$ cat src/rtl/reward_packer.sv
`default_nettype none
// ============================================================================
// Module      : reward_packer
// Description : Picks the next outgoing packet for a node (priority over seven
//               triggers), latches its fields from MY_NODE_INFO, kCH and the
//               neighbour table, and holds them under a valid/ready handshake
//               toward the transmit block. Keeps per-round HB/INV ripple locks
//               and a shared MR/timeslot timeout with latched expiry.
// Ports       : clk, nrst (async active-low)
//               en, tick, roundReset          - control / time base
//               fPacketType, iAmDestination,
//               isCH, sendOwnData             - trigger sources
//               myNodeID..myEnergy            - own node info
//               chosenCH, hopsFromCH          - kCH fields
//               mNode*, mChosenCH, mNodeCHHops - neighbour table fields
//               rReady / rValid, r* fields    - packet handshake
//               reward_done                   - one-cycle completion pulse
// Revision    : 1.0 - initial release
// ============================================================================
module reward_packer #(
    parameter int                    WORD_WIDTH  = 16,
    parameter int                    MAX_CH_HOPS = 4,
    parameter int                    MR_TIMEOUT  = 10,
    parameter int                    TS_TIMEOUT  = 10,
    parameter logic [WORD_WIDTH-1:0] BCAST_ID    = 16'hFFFF
) (
    input  logic                  clk,
    input  logic                  nrst,
    input  logic                  en,
    input  logic                  tick,
    input  logic                  roundReset,
    input  logic [2:0]            fPacketType,
    input  logic                  iAmDestination,
    input  logic                  isCH,
    input  logic                  sendOwnData,
    input  logic [WORD_WIDTH-1:0] myNodeID,
    input  logic [WORD_WIDTH-1:0] hopsFromSink,
    input  logic [WORD_WIDTH-1:0] myQValue,
    input  logic [WORD_WIDTH-1:0] myEnergy,
    input  logic [WORD_WIDTH-1:0] chosenCH,
    input  logic [WORD_WIDTH-1:0] hopsFromCH,
    input  logic [WORD_WIDTH-1:0] mNodeID,
    input  logic [WORD_WIDTH-1:0] mNodeHops,
    input  logic [WORD_WIDTH-1:0] mNodeQValue,
    input  logic [WORD_WIDTH-1:0] mNodeEnergy,
    input  logic [WORD_WIDTH-1:0] mChosenCH,
    input  logic [WORD_WIDTH-1:0] mNodeCHHops,
    input  logic                  rReady,
    output logic                  rValid,
    output logic [WORD_WIDTH-1:0] rSourceID,
    output logic [WORD_WIDTH-1:0] rEnergyLeft,
    output logic [WORD_WIDTH-1:0] rQValue,
    output logic [WORD_WIDTH-1:0] rSourceHops,
    output logic [WORD_WIDTH-1:0] rDestinationID,
    output logic [WORD_WIDTH-1:0] rChosenCH,
    output logic [WORD_WIDTH-1:0] rHopsFromCH,
    output logic [WORD_WIDTH-1:0] rPacketType,
    output logic                  reward_done
);

    // Packet type codes
    localparam logic [2:0] c_type_hb   = 3'd0;
    localparam logic [2:0] c_type_inv  = 3'd2;
    localparam logic [2:0] c_type_mr   = 3'd3;
    localparam logic [2:0] c_type_ts   = 3'd4;
    localparam logic [2:0] c_type_data = 3'd5;

    // FSM states
    localparam logic [1:0] c_st_idle = 2'd0;
    localparam logic [1:0] c_st_pack = 2'd1;
    localparam logic [1:0] c_st_wait = 2'd2;
    localparam logic [1:0] c_st_done = 2'd3;

    // Trigger selections, listed in priority order
    localparam logic [2:0] c_sel_data_fwd = 3'd0;
    localparam logic [2:0] c_sel_ch_inv   = 3'd1;
    localparam logic [2:0] c_sel_ts       = 3'd2;
    localparam logic [2:0] c_sel_mr       = 3'd3;
    localparam logic [2:0] c_sel_inv_rip  = 3'd4;
    localparam logic [2:0] c_sel_hb       = 3'd5;
    localparam logic [2:0] c_sel_data_own = 3'd6;

    // Timer only needs to hold the larger of the two timeouts
    localparam int c_tmax = (MR_TIMEOUT > TS_TIMEOUT) ? MR_TIMEOUT : TS_TIMEOUT;
    localparam int c_tw   = (c_tmax < 1) ? 1 : $clog2(c_tmax + 1);

    localparam logic [WORD_WIDTH-1:0] c_max_hops = WORD_WIDTH'(MAX_CH_HOPS);
    localparam logic [c_tw-1:0]       c_mr_load  = c_tw'(MR_TIMEOUT);
    localparam logic [c_tw-1:0]       c_ts_load  = c_tw'(TS_TIMEOUT);

    logic [1:0]      r_state;
    logic [2:0]      r_sel;
    logic            r_hb_lock;
    logic            r_inv_lock;
    logic            r_mr_pend;
    logic            r_ts_pend;
    logic            r_timer_type;   // 1 = timeslot timeout, 0 = MR timeout
    logic [c_tw-1:0] r_timer;

    logic                  w_any_trig;
    logic [2:0]            w_sel;
    logic                  w_is_inv;
    logic                  w_is_hb;
    logic                  w_hops_ok;
    logic                  w_pack;
    logic                  w_rx_load;
    logic                  w_load;
    logic                  w_expire;
    logic [2:0]            w_type;
    logic [WORD_WIDTH-1:0] w_dst;
    logic [WORD_WIDTH-1:0] w_ch;
    logic [WORD_WIDTH-1:0] w_hops;

    // These neighbour fields are part of the table interface but never packed
    wire w_unused = ^{mNodeHops, mNodeQValue, mNodeEnergy};

    assign w_is_inv  = (fPacketType == c_type_inv);
    assign w_is_hb   = (fPacketType == c_type_hb);
    assign w_hops_ok = (mNodeCHHops < c_max_hops);
    assign w_pack    = (r_state == c_st_pack);

    // Priority arbitration of the seven triggers
    always_comb begin
        w_any_trig = 1'b1;
        w_sel      = c_sel_data_own;
        if (iAmDestination)                                      w_sel = c_sel_data_fwd;
        else if (isCH && !r_inv_lock)                            w_sel = c_sel_ch_inv;
        else if (r_ts_pend)                                      w_sel = c_sel_ts;
        else if (r_mr_pend)                                      w_sel = c_sel_mr;
        else if (w_is_inv && !isCH && !r_inv_lock && w_hops_ok) w_sel = c_sel_inv_rip;
        else if (w_is_hb && !r_hb_lock)                          w_sel = c_sel_hb;
        else if (sendOwnData)                                    w_sel = c_sel_data_own;
        else                                                     w_any_trig = 1'b0;
    end

    // Per-type fields, built from the inputs present during S_PACK
    always_comb begin
        w_type = c_type_data;
        w_dst  = mNodeID;
        w_ch   = chosenCH;
        w_hops = hopsFromCH;
        case (r_sel)
            c_sel_hb: begin
                w_type = c_type_hb;
                w_dst  = BCAST_ID;
                w_ch   = '0;
                w_hops = '0;
            end
            c_sel_ch_inv: begin
                w_type = c_type_inv;
                w_dst  = BCAST_ID;
                w_ch   = myNodeID;
                w_hops = WORD_WIDTH'(1);
            end
            c_sel_inv_rip: begin
                w_type = c_type_inv;
                w_dst  = BCAST_ID;
                w_ch   = mChosenCH;
                w_hops = mNodeCHHops + WORD_WIDTH'(1);
            end
            c_sel_mr: begin
                w_type = c_type_mr;
                w_dst  = chosenCH;
                w_ch   = chosenCH;
                w_hops = hopsFromCH;
            end
            c_sel_ts: begin
                w_type = c_type_ts;
                w_dst  = BCAST_ID;
                w_ch   = myNodeID;
                w_hops = '0;
            end
            default: begin
                w_type = c_type_data;
                w_dst  = mNodeID;
                w_ch   = chosenCH;
                w_hops = hopsFromCH;
            end
        endcase
    end

    // An out-of-range INV still starts the MR wait, once, if nothing else has
    assign w_rx_load = (r_state == c_st_idle) && en && w_is_inv && !w_hops_ok &&
                       (r_timer == '0) && !r_inv_lock;
    assign w_load    = (w_pack && (r_sel == c_sel_ch_inv || r_sel == c_sel_inv_rip)) ||
                       w_rx_load;
    // A load in the same cycle as a tick suppresses the decrement and expiry
    assign w_expire  = tick && !w_load && (r_timer == c_tw'(1));

    // Round state: locks, pending flags and the shared timeout
    always_ff @(posedge clk or negedge nrst) begin
        if (!nrst) begin
            r_hb_lock    <= 1'b0;
            r_inv_lock   <= 1'b0;
            r_mr_pend    <= 1'b0;
            r_ts_pend    <= 1'b0;
            r_timer_type <= 1'b0;
            r_timer      <= '0;
        end else if (roundReset) begin
            r_hb_lock  <= 1'b0;
            r_inv_lock <= 1'b0;
            r_mr_pend  <= 1'b0;
            r_ts_pend  <= 1'b0;
            r_timer    <= '0;
        end else begin
            if (w_pack && r_sel == c_sel_hb)
                r_hb_lock <= 1'b1;
            if (w_pack && (r_sel == c_sel_ch_inv || r_sel == c_sel_inv_rip))
                r_inv_lock <= 1'b1;

            if (w_load) begin
                if (w_pack && r_sel == c_sel_ch_inv) begin
                    r_timer      <= c_ts_load;
                    r_timer_type <= 1'b1;
                end else begin
                    r_timer      <= c_mr_load;
                    r_timer_type <= 1'b0;
                end
            end else if (tick && r_timer != '0) begin
                r_timer <= r_timer - c_tw'(1);
            end

            // Clear on consumption first so a coincident expiry is kept
            if (w_pack && r_sel == c_sel_mr) r_mr_pend <= 1'b0;
            if (w_pack && r_sel == c_sel_ts) r_ts_pend <= 1'b0;
            if (w_expire && !r_timer_type)   r_mr_pend <= 1'b1;
            if (w_expire && r_timer_type)    r_ts_pend <= 1'b1;
        end
    end

    // Packet FSM with registered outputs
    always_ff @(posedge clk or negedge nrst) begin
        if (!nrst) begin
            r_state        <= c_st_idle;
            r_sel          <= c_sel_data_own;
            rValid         <= 1'b0;
            reward_done    <= 1'b0;
            rSourceID      <= '0;
            rEnergyLeft    <= '0;
            rQValue        <= '0;
            rSourceHops    <= '0;
            rDestinationID <= '0;
            rChosenCH      <= '0;
            rHopsFromCH    <= '0;
            rPacketType    <= '0;
        end else begin
            reward_done <= 1'b0;
            case (r_state)
                c_st_idle: begin
                    if (en && w_any_trig) begin
                        r_sel   <= w_sel;
                        r_state <= c_st_pack;
                    end
                end
                c_st_pack: begin
                    rSourceID      <= myNodeID;
                    rEnergyLeft    <= myEnergy;
                    rQValue        <= myQValue;
                    rSourceHops    <= hopsFromSink;
                    rDestinationID <= w_dst;
                    rChosenCH      <= w_ch;
                    rHopsFromCH    <= w_hops;
                    rPacketType    <= {{(WORD_WIDTH-3){1'b0}}, w_type};
                    rValid         <= 1'b1;
                    r_state        <= c_st_wait;
                end
                c_st_wait: begin
                    if (rReady) begin
                        rValid      <= 1'b0;
                        reward_done <= 1'b1;
                        r_state     <= c_st_done;
                    end
                end
                c_st_done: begin
                    r_state <= c_st_idle;
                end
                default: begin
                    r_state <= c_st_idle;
                end
            endcase
        end
    end

endmodule
`default_nettype wire

$ cat config.mk
export PLATFORM = sky130hd
export DESIGN_NAME = reward_packer
export DESIGN_NICKNAME = d
export VERILOG_FILES = /design/src/rtl/reward_packer.sv
export SDC_FILE = /design/constraint.sdc
export NUM_CORES = 1
export LEC_CHECK = 0
export ABC_CLOCK_PERIOD_IN_PS = 2220
export CAP_MARGIN = 10
export CORE_ASPECT_RATIO = 1.4
export CORE_MARGIN = 2
export CORE_UTILIZATION = 30
export DETAILED_ROUTE_END_ITERATION = 8
export PLACE_DENSITY_LB_ADDON = 0.3
export SYNTH_ARGS = -nofsm -noshare
export SYNTH_HDL_FRONTEND = slang
export SYNTH_SLANG_ARGS = --single-unit
$ cat constraint.sdc
create_clock -name clk -period 2.22 [get_ports clk]
set_clock_uncertainty 0.05 [all_clocks]
set_input_delay 0.444 -clock clk [delete_from_list [all_inputs] [get_ports clk]]
set_output_delay 0.444 -clock clk [all_outputs]
set_load 0.01 [all_outputs]
==> reports/metrics.cfg, run 1 <==
[critical_path]
endpoint_kind = flop
critPathKind = primary input to flop
r2r_cells = 5
cp-start-kind = primary input
r2r_start = r_sel[0]
cp_cell_sequence = clkdlybuf4s50_1 -> nor4b_1 -> or2b_1 -> o2111ai_2 -> nand3_2 -> mux2_4
reg2reg_slack_ps = 310
crit_buf_inv = 1
crit_required_ps = 2480
path_delay_family = simple AND/OR/NAND/NOR gates
crit_path_max_fanout = 3
critical_path_arrival_ps = 2190
slowest_delay_ps = 420
r2r-end = rDestinationID[3]
critPathSlowestCell = clkdlybuf4s50_1

[final_layout]
area.growth.synth_to_final_pct = 62.9
antenna_cells = 0
finalInstanceArea_sq_um = 10000
utilization_pct = 49.3
layout-drive-gt1-share_pct = 17.6
fin_cells = 1114
finalNetCount = 1057

[placed_design]
place_inst = 1081
place_ws_ps = -175
gp_congestion = 0.834
io_buffers = 272
dp_hpwl_mm = 14.3
dpl_cell_area_sq_um = 9390

[power]
p_int_mw = 9.22
p_per_area_nw_per_um2 = 1420
p_leak_nw = 4.20
power_mw = 14.2
clkPwrFrac_pct = 21.3
seqPwrFrac_pct = 29.5
sw_frac_of_total_pct = 35.2
switchingPower_mw = 5.00
combPwrFrac_pct = 49.3
ir_drop_uv = 590

[global_routing]
grt_max_degree = 52
overflow = 0
antenna_found_initial = 0
grt_pass1_vias = 5529
grt_pass1_wl_mm = 30.5
grt_usage_pct = 18.0

[synth]
synthFlopType = dfrtp_1
synth_edf_count = 0
synthCells = 547
synth_top_area_share_pct = 52.4
async_flop_share_pct = 100
ys_types = 58
ys_ff_latch = 131
synth_top_area_cell = dfrtp_1
ys_seq_area_share_pct = 53.3
synth.cell_area_sq_um = 6160
yosysWarnings = 0
synth_most_common_cell = dfrtp_1
syn_area_per_cell_sq_um = 11.3
synth_area_leaders = dfrtp_1, mux2_2, nor2_1, mux2i_1, a21oi_1
synth_common_cells = dfrtp_1, nor2_1, mux2_2

[min_path]
hold_path_end = rPacketType[0]
min_path_type = flop to flop
hp-start = rPacketType[0]
hold_depth = 1

[clocking]
cts_tree = done
cts.sinks = 131
clock-root-buffer = clkbuf_16
htree_levels = 4
numCtsBuffers = 17
cts.reportedPaths.clkPinSlew_ps = 60
post_cts_buffers = 0
cts.repair.resized = 0
clkLatencyLatePin_ps = 420
cts_buffer_depth = 2

[detailed_routing]
drtAntennaViolNets = 0
totalWireLength_mm = 19.2
drt_first_iter_violations = 264
wl_per_cell_um = 17.3
vias = 5248
drtPass1Iterations = 4
viasPerCell = 4.71
drc_errors = 0

[sta]
clock.fmax_ghz = 0.517
maxSlewHeadroom_pct = 65.1
finalCritPeriodShare_pct = 87.1
setup-tns-final_ps = 0
fin_crit_ps = 1930
worstMarginPinSlew_ps = 519
rsz0062_at_grt = no
drv_slew = 0
setup_slack_ps = 287
finalSetupViolCount = 0
hold_viol_final = 0
fin_hold_ws_ps = 432

[die]
placeableCoreArea_sq_um = 20300
die_h_um = 173
start_util_pct = 30.3
ioPinCount = 334
die_w_um = 125
die_area_sq_um = 21700
fp-row-count = 62

[status]
status = complete, no violations

[job]
cap_violations = 0

[per-layer routing]
layer  share of wire (%)  GRT usage [%]  up-vias  routed length, um
met5                   0              0        -                  0
met4                 2.2           5.74        0                416
met3                 6.5           5.28       26               1250
met2                  50           31.1      194               9590
met1                  41           21.5     2501               7970
li1                    -              -     2527                  -
[power by group through the flow]
stage	Combinational [mW]	Clock, mW	Sequential [mW]
2_1_floorplan	3.03	0	4.64
3_5_place_dp	7.09	0	4.22
4_1_cts	7.13	3.11	4.20
5_1_grt	7.57	3.21	4.35
3_3_place_gp	7.02	0	4.18
6_report	7.01	3.02	4.19
[area by class of cell]
cell class              instances  area (sq um)
well taps                     256           320
fillers                      1912         10300
repair buffers                311          3110
flip-flops and latches        131          3280
clock buffers                  18           439
inverters                      19          71.3
multi-input cells             365          2620
clock inverters                14           189
[repair_timing]
item / CTS / global route
endpoints found under the setup margin: 0 / 0
hold buffers: 1 / 0
endpoints found under the hold margin: 40 / 0
[cell families (layout without fill, tap and decap cells)]
logic type	after synthesis	in the layout	share of synthesized area, %
AO/OA/AOI/OAI	100	100	11.0
XOR/XNOR	20	20	2.85
adder cells (fa/ha/maj)	8	8	1.63
buffers and inverters	63	362	5.18
flip-flops	131	131	53.3
multiplexers	82	82	14.7
other	1	13	0.0609
AND/OR/NAND/NOR	142	142	11.3
[cell usage in the layout (no fill, tap or decap), types with 3 or more instances in the layout]
cell type	instances
xnor2_1	14
clkdlybuf4s50_1	271
nor4_2	3
nor3_1	5
nand3_1	10
inv_1	16
and4_1	3
clkbuf_16	17
inv_6	7
nand2_1	25
mux2i_1	17
bufinv_16	3
a32oi_1	3
a21oi_1	28
ha_1	7
a221oi_1	6
o21ai_0	6
and2_1	3
xor2_1	5
o221ai_1	5
dfrtp_1	129
nand2b_1	3
and3_1	7
buf_4	31
buf_12	7
o22ai_1	3
a31oi_1	16
a22oi_1	18
conb_1	13
mux2_2	64
nor2_1	66
[flip-flops by register name, summed over array words and instances, names as in the netlist]
register / flops
r_inv_lock: 1
r_timer_type: 1
rDestinationID: 16
rPacketType: 3
r_ts_pend: 1
r_sel: 3
rQValue: 16
rSourceHops: 16
rHopsFromCH: 16
rValid: 1
reward_done: 1
rChosenCH: 16
rEnergyLeft: 16
r_hb_lock: 1
r_state: 2
r_timer: 4
r_mr_pend: 1
rSourceID: 16
[worst max path at each step]
stage | start | endpoint | slack [ps] | cells after the start
global route | r_sel[0] | rDestinationID[5] | 180 | 5
CTS | mNodeCHHops[2] | r_timer[2] | 260 | 6
floorplan | fPacketType[0] | r_state[1] | 450 | 5
finish | fPacketType[0] | r_state[1] | 290 | 6
detailed placement | mNodeCHHops[2] | r_timer[2] | -170 | 6
global placement | mNodeCHHops[2] | r_mr_pend | -170 | 7
Power figures use the tool's default switching activity.
==> inputs of run 2 (changes only) <==
--- a/config.mk
+++ b/config.mk
@@ -10,3 +10,2 @@
 export CORE_ASPECT_RATIO = 1.4
-export CORE_MARGIN = 2
 export CORE_UTILIZATION = 30
==> constraint.sdc (replaced) <==
create_clock -name clk -period 2.22 [get_ports clk]
set_clock_uncertainty 0.05 [all_clocks]
set_input_delay 0.666 -clock clk [delete_from_list [all_inputs] [get_ports clk]]
set_output_delay 0.666 -clock clk [all_outputs]
set_load 0.01 [all_outputs]
==> reports/metrics.cfg, run 2 (synthesis results as in run 1) <==
[detailed_routing]
drc_errors = 0  ; unchanged
totalWireLength_mm = 19.2  ; about the same
vias = 5271  ; was 5248
drtAntennaViolNets = 0  ; unchanged
drt_first_iter_violations = 217  ; was 264
drtPass1Iterations = 4  ; unchanged
viasPerCell = 4.72  ; was 4.71
wl_per_cell_um = 17.2  ; was 17.3 um

[sta]
clock.fmax_ghz = 0.463  ; was 0.517 GHz
finalCritPeriodShare_pct = 97.3  ; was 87.1%
maxSlewHeadroom_pct = 63.2  ; was 65.1%
finalSetupViolCount = 0  ; unchanged
setup_slack_ps = 59.5  ; was 287 ps
drv_slew = 0  ; unchanged
worstMarginPinSlew_ps = 547  ; was 519 ps
fin_crit_ps = 2160  ; was 1930 ps
hold_viol_final = 0  ; unchanged

[critical_path]
critical_path_arrival_ps = 2410  ; was 2190 ps
critPathSlowestCell = clkdlybuf4s50_1  ; unchanged
crit_buf_inv = 1  ; unchanged
endpoint_kind = flop  ; unchanged
cp-start-kind = primary input  ; unchanged
slowest_delay_ps = 460  ; was 420 ps
crit_cells = 6  ; unchanged
crit_end = r_state[1]  ; unchanged
cp_cell_sequence = clkdlybuf4s50_1 -> nor4_2 -> nand4_2 -> o2111ai_2 -> nand3_2 -> mux2_4  ; was clkdlybuf4s50_1 -> nor4b_1 -> or2b_1 -> o2111ai_2 -> nand3_2 -> mux2_4
r2r_start = r_sel[2]  ; was r_sel[0]
path_delay_family = simple AND/OR/NAND/NOR gates  ; unchanged
r2r_cells = 6  ; was 5
r2r-end = rDestinationID[1]  ; was rDestinationID[3]
crit_required_ps = 2470  ; was 2480 ps
crit_path_max_fanout = 4  ; was 3
crit_start = mNodeCHHops[4]  ; was fPacketType[0]
critPathKind = primary input to flop  ; unchanged
reg2reg_slack_ps = 250  ; was 310 ps

[placed_design]
io_buffers = 272  ; unchanged
place_ws_ps = -433  ; was -175 ps
dp_hpwl_mm = 14.3  ; about the same
gp_congestion = 0.860  ; was 0.834

[final_layout]
finalNetCount = 1064  ; was 1057
layout_common_cells = clkdlybuf4s50_1, dfrtp_1, nor2_1, mux2_2, buf_4  ; unchanged
final_common_cell = clkdlybuf4s50_1  ; unchanged
layout-drive-gt1-share_pct = 18.5  ; was 17.6%
area.growth.synth_to_final_pct = 62.5  ; was 62.9%
antenna_cells = 0  ; unchanged
n_fill_cell = 1859  ; was 1912

[status]
status = complete, no violations  ; unchanged

[power]
p_leak_nw = 4.21  ; was 4.20 nW
clkPwrFrac_pct = 19.9  ; was 21.3%
switchingPower_mw = 4.94  ; was 5.00 mW
sw_frac_of_total_pct = 35.6  ; was 35.2%
power_mw = 13.9  ; was 14.2 mW
p_per_area_nw_per_um2 = 1390  ; was 1420 nW/um^2
seqPwrFrac_pct = 30.1  ; was 29.5%
p_int_mw = 8.95  ; was 9.22 mW
combPwrFrac_pct = 50.0  ; was 49.3%
ir_drop_uv = 636  ; was 590 uV

[min_path]
min_path_type = primary input to asynchronous set/reset pin  ; was flop to flop

[global_routing]
grt_max_degree = 70  ; was 52
grt_pass1_vias = 5372  ; was 5529
grt_usage_pct = 18.4  ; was 18.0%
overflow = 0  ; unchanged
grt_pass1_wl_mm = 29.0  ; was 30.5 mm
antenna_found_initial = 0  ; unchanged

[die]
fp-row-count = 61  ; was 62
placeableCoreArea_sq_um = 20000  ; was 20300 sq um
die_w_um = 123  ; was 125 um
ioPinCount = 334  ; unchanged
die_area_sq_um = 21100  ; was 21700 sq um
start_util_pct = 30.8  ; was 30.3%
die_h_um = 171  ; was 173 um

[clocking]
clkLatencyLatePin_ps = 410  ; was 420 ps
numCtsBuffers = 17  ; unchanged
cts_tree = done  ; unchanged
htree_levels = 4  ; unchanged
hold_buffers = 0  ; was 1
cts.sinks = 131  ; unchanged
cts_buffer_depth = 2  ; unchanged
clock-root-buffer = clkbuf_16  ; unchanged
cts.reportedPaths.clkPinSlew_ps = 60  ; about the same

[job]
cap_violations = 0  ; unchanged

-- run 2: changes by cell type in the layout (fill, tap and decap cells not counted), sizes merged --
cell | previous run | this run
buf | 39 | 47
clkinv | 1 | 4
bufinv | 3 | 1
dlygate4sd3 | 1 | 0
inv | 27 | 26
-- run 2: cell type report --
cell class                 instances  area (sq um)  share of cell area [%]
clock buffer                      18           439                    4.39
clock inverter                    14           140                    1.40
inverter                          19          71.3                   0.713
multi-input combinational        365          2630                    26.3
sequential                       131          3280                    32.8
tap                              252           315                    3.15
timing repair buffer             318          3130                    31.3
-- run 2: worst min-delay path by stage --
stage | end | slack, ps | cells past startpoint
final | rHopsFromCH[15] | 140 | 1
after global routing | rQValue[14] | 160 | 1
after CTS | rHopsFromCH[15] | 140 | 1
after detailed placement | rPacketType[0] | 420 | 1
after global placement | rPacketType[0] | 410 | 1
after floorplan | rChosenCH[0] | 320 | 0
-- run 2: per-layer routing --
layer / vias to the layer above / GRT usage (%) / part of all wire, %
met3: 25 / 6.07 / 7.4
met5: - / 0 / 0
li1: 2529 / - / -
met1: 2507 / 21.3 / 40
met4: 0 / 7.39 / 2.7
met2: 210 / 31.0 / 50
-- run 2: power by group through the flow --
stage | clock network [mW] | registers [mW] | logic (mW)
after global placement | 0 | 4.17 | 6.99
final | 2.76 | 4.18 | 6.95
after global routing | 2.95 | 4.34 | 7.54
after CTS | 2.86 | 4.19 | 7.07
after floorplan | 0 | 4.64 | 3.03
after detailed placement | 0 | 4.21 | 7.03
-- run 2: metrics by stage --
stage	utilization [%]	setup TNS [ps]	hold slack, ps	cell area, sq um	cells
after floorplan	-	0	320	6200	559
after global placement	47.1	-4670	413	9410	1084
after detailed placement	47.1	-4900	418	9410	1084
after CTS	50.0	0	143	9990	1116
after global routing	50.0	-0.946	161	10000	1117
final	50.0	0	143	10000	1117
-- run 2: timing repair --
item,in CTS,in global routing
endpoints found under the setup margin,0,1
resized for setup,0,1
buffers inserted,0,1
==> inputs of run 3 (changes only) <==
- ABC_CLOCK_PERIOD_IN_PS: 2220 -> 2600
- CORE_AREA: not set -> 2 2 128 130
- CORE_ASPECT_RATIO: 1.4 -> not set
- CORE_UTILIZATION: 30 -> not set
- DIE_AREA: not set -> 0 0 130 132
- clock period: 2.22 -> 2.6 ns (I/O delays scaled with it)
==> reports/metrics.cfg, run 3 (synthesis results as in run 1) <==
[status]
status = complete, no violations  ; unchanged

[global_routing]
grt_pass1_wl_mm = 31.0  ; was 29.0 mm
overflow = 0  ; unchanged
grt_max_degree = 63  ; was 70
grt_pass1_vias = 5975  ; was 5372
antenna_found_initial = 0  ; unchanged
grt_usage_pct = 23.5  ; was 18.4%

[critical_path]
critPathSlowestCell = clkdlybuf4s50_1  ; unchanged
crit_path_max_fanout = 3  ; was 4
critPathKind = primary input to flop  ; unchanged
r2r-end = rHopsFromCH[14]  ; was rDestinationID[1]
cp_cell_sequence = clkdlybuf4s50_1 -> nor4b_1 -> or2b_1 -> o2111ai_2 -> nand3_2 -> mux2_4  ; was clkdlybuf4s50_1 -> nor4_2 -> nand4_2 -> o2111ai_2 -> nand3_2 -> mux2_4
endpoint_kind = flop  ; unchanged
crit_end = r_state[1]  ; unchanged
r2r_start = r_sel[2]  ; unchanged
crit_start = fPacketType[0]  ; was mNodeCHHops[4]
cp-start-kind = primary input  ; unchanged
reg2reg_slack_ps = 520  ; was 250 ps
crit_required_ps = 2850  ; was 2470 ps
critical_path_arrival_ps = 2570  ; was 2410 ps
slowest_delay_ps = 430  ; was 460 ps
r2r_cells = 3  ; was 6

[die]
die_area_sq_um = 17200  ; was 21100 sq um
start_util_pct = 39.2  ; was 30.8%
fp-row-count = 46  ; was 61
die_w_um = 130  ; was 123 um
placeableCoreArea_sq_um = 15700  ; was 20000 sq um
ioPinCount = 334  ; unchanged
die_h_um = 132  ; was 171 um

[clocking]
cts.reportedPaths.clkPinSlew_ps = 60  ; about the same
cts_buffer_depth = 2  ; unchanged
clock-root-buffer = clkbuf_16  ; unchanged
cts_tree = done  ; unchanged
cts.sinks = 131  ; unchanged
numCtsBuffers = 17  ; unchanged
clkLatencyLatePin_ps = 410  ; about the same
post_cts_buffers = 0  ; unchanged
hold_buffers = 0  ; unchanged
htree_levels = 4  ; unchanged
cts.repair.resized = 0  ; unchanged

[placed_design]
gp_congestion = 0.954  ; was 0.860
dp_hpwl_mm = 14.7  ; was 14.3 mm
io_buffers = 272  ; unchanged
dpl_cell_area_sq_um = 9240  ; was 9410 sq um
place_inst = 1032  ; was 1084

[sta]
maxSlewHeadroom_pct = 54.9  ; was 63.2%
finalSetupViolCount = 0  ; unchanged
drv_slew = 0  ; unchanged
fin_hold_ws_ps = 289  ; was 143 ps
rsz0062_at_grt = no
fin_crit_ps = 2330
clock.fmax_ghz = 0.429
finalCritPeriodShare_pct = 89.6
hold_viol_final = 0  ; unchanged
worstMarginPinSlew_ps = 677  ; was 547 ps

[power]
ir_drop_uv = 644  ; was 636 uV
p_per_area_nw_per_um2 = 1230  ; was 1390 nW/um^2
p_leak_nw = 4.14  ; was 4.21 nW

[final_layout]
layout_common_cells = clkdlybuf4s50_1, dfrtp_1, nor2_1, mux2_2, a21oi_1  ; was clkdlybuf4s50_1, dfrtp_1, nor2_1, mux2_2, buf_4
antenna_cells = 0  ; unchanged
finalNetCount = 1047  ; was 1064
final_common_cell = clkdlybuf4s50_1  ; unchanged
area.growth.synth_to_final_pct = 60.3  ; was 62.5%
fin_cells = 1064  ; was 1117
finalInstanceArea_sq_um = 9870  ; was 10000 sq um
layout-drive-gt1-share_pct = 16.6  ; was 18.5%
utilization_pct = 62.8  ; was 50.0%

[detailed_routing]
vias = 5398  ; was 5271
viasPerCell = 5.07  ; was 4.72
drt_first_iter_violations = 244  ; was 217
drtPass1Iterations = 8  ; was 4
totalWireLength_mm = 19.6  ; was 19.2 mm
wl_per_cell_um = 18.4  ; was 17.2 um
drc_errors = 0  ; unchanged
drtAntennaViolNets = 0  ; unchanged

[job]
cap_violations = 0  ; unchanged

[min_path]
min_path_type = primary input to asynchronous set/reset pin  ; unchanged

run 3: per-layer routing:
metal | share of wire (%) | vias to the layer above | global-route usage [%]
li1 | - | 2485 | -
met4 | 2.6 | 0 | 8.72
met2 | 50 | 264 | 40.9
met3 | 9.1 | 37 | 8.52
met5 | 0 | - | 0
met1 | 38 | 2612 | 26.0
run 3: area by class of cell:
type,instances,area (sq um)
clock buffers,20,457
repair buffers,301,2990
inverters,19,71.3
fillers,1274,5840
flip-flops and latches,131,3280
multi-input cells,365,2620
clock inverters,12,179
well taps,216,270
run 3: critical path: cells and delay by family:
kind / cells / cell delay (ps)
buf+inv: 1 / 430
mux: 1 / 310
compound gates: 1 / 230
simple gates: 3 / 830
run 3: power breakdown:
part / switching, mW / internal [mW]
logic: 2.72 / 3.18
clock network: 0.912 / 1.66
registers: 0.604 / 3.04
run 3: worst min path at each step:
stage,start,to,slack [ps],cells past startpoint
final,nrst,rSourceHops[6],290,1
after floorplan,r_hb_lock,r_hb_lock,420,2
after global routing,nrst,rSourceHops[14],330,1
after global placement,rPacketType[0],rPacketType[0],420,1
after CTS,nrst,rChosenCH[2],310,1
after detailed placement,rPacketType[0],rPacketType[0],420,1
run 3: stage by stage:
| stage | setup TNS (ps) | setup slack, ps | total power, mW |
|---|---|---|---|
| after global routing | 0 | 220 | 12.9 |
| after floorplan | 0 | 494 | 6.55 |
| after global placement | -111 | -89.4 | 9.37 |
| after CTS | 0 | 297 | 12.2 |
| after detailed placement | -324 | -135 | 9.58 |
| final | 0 | 271 | 12.1 |
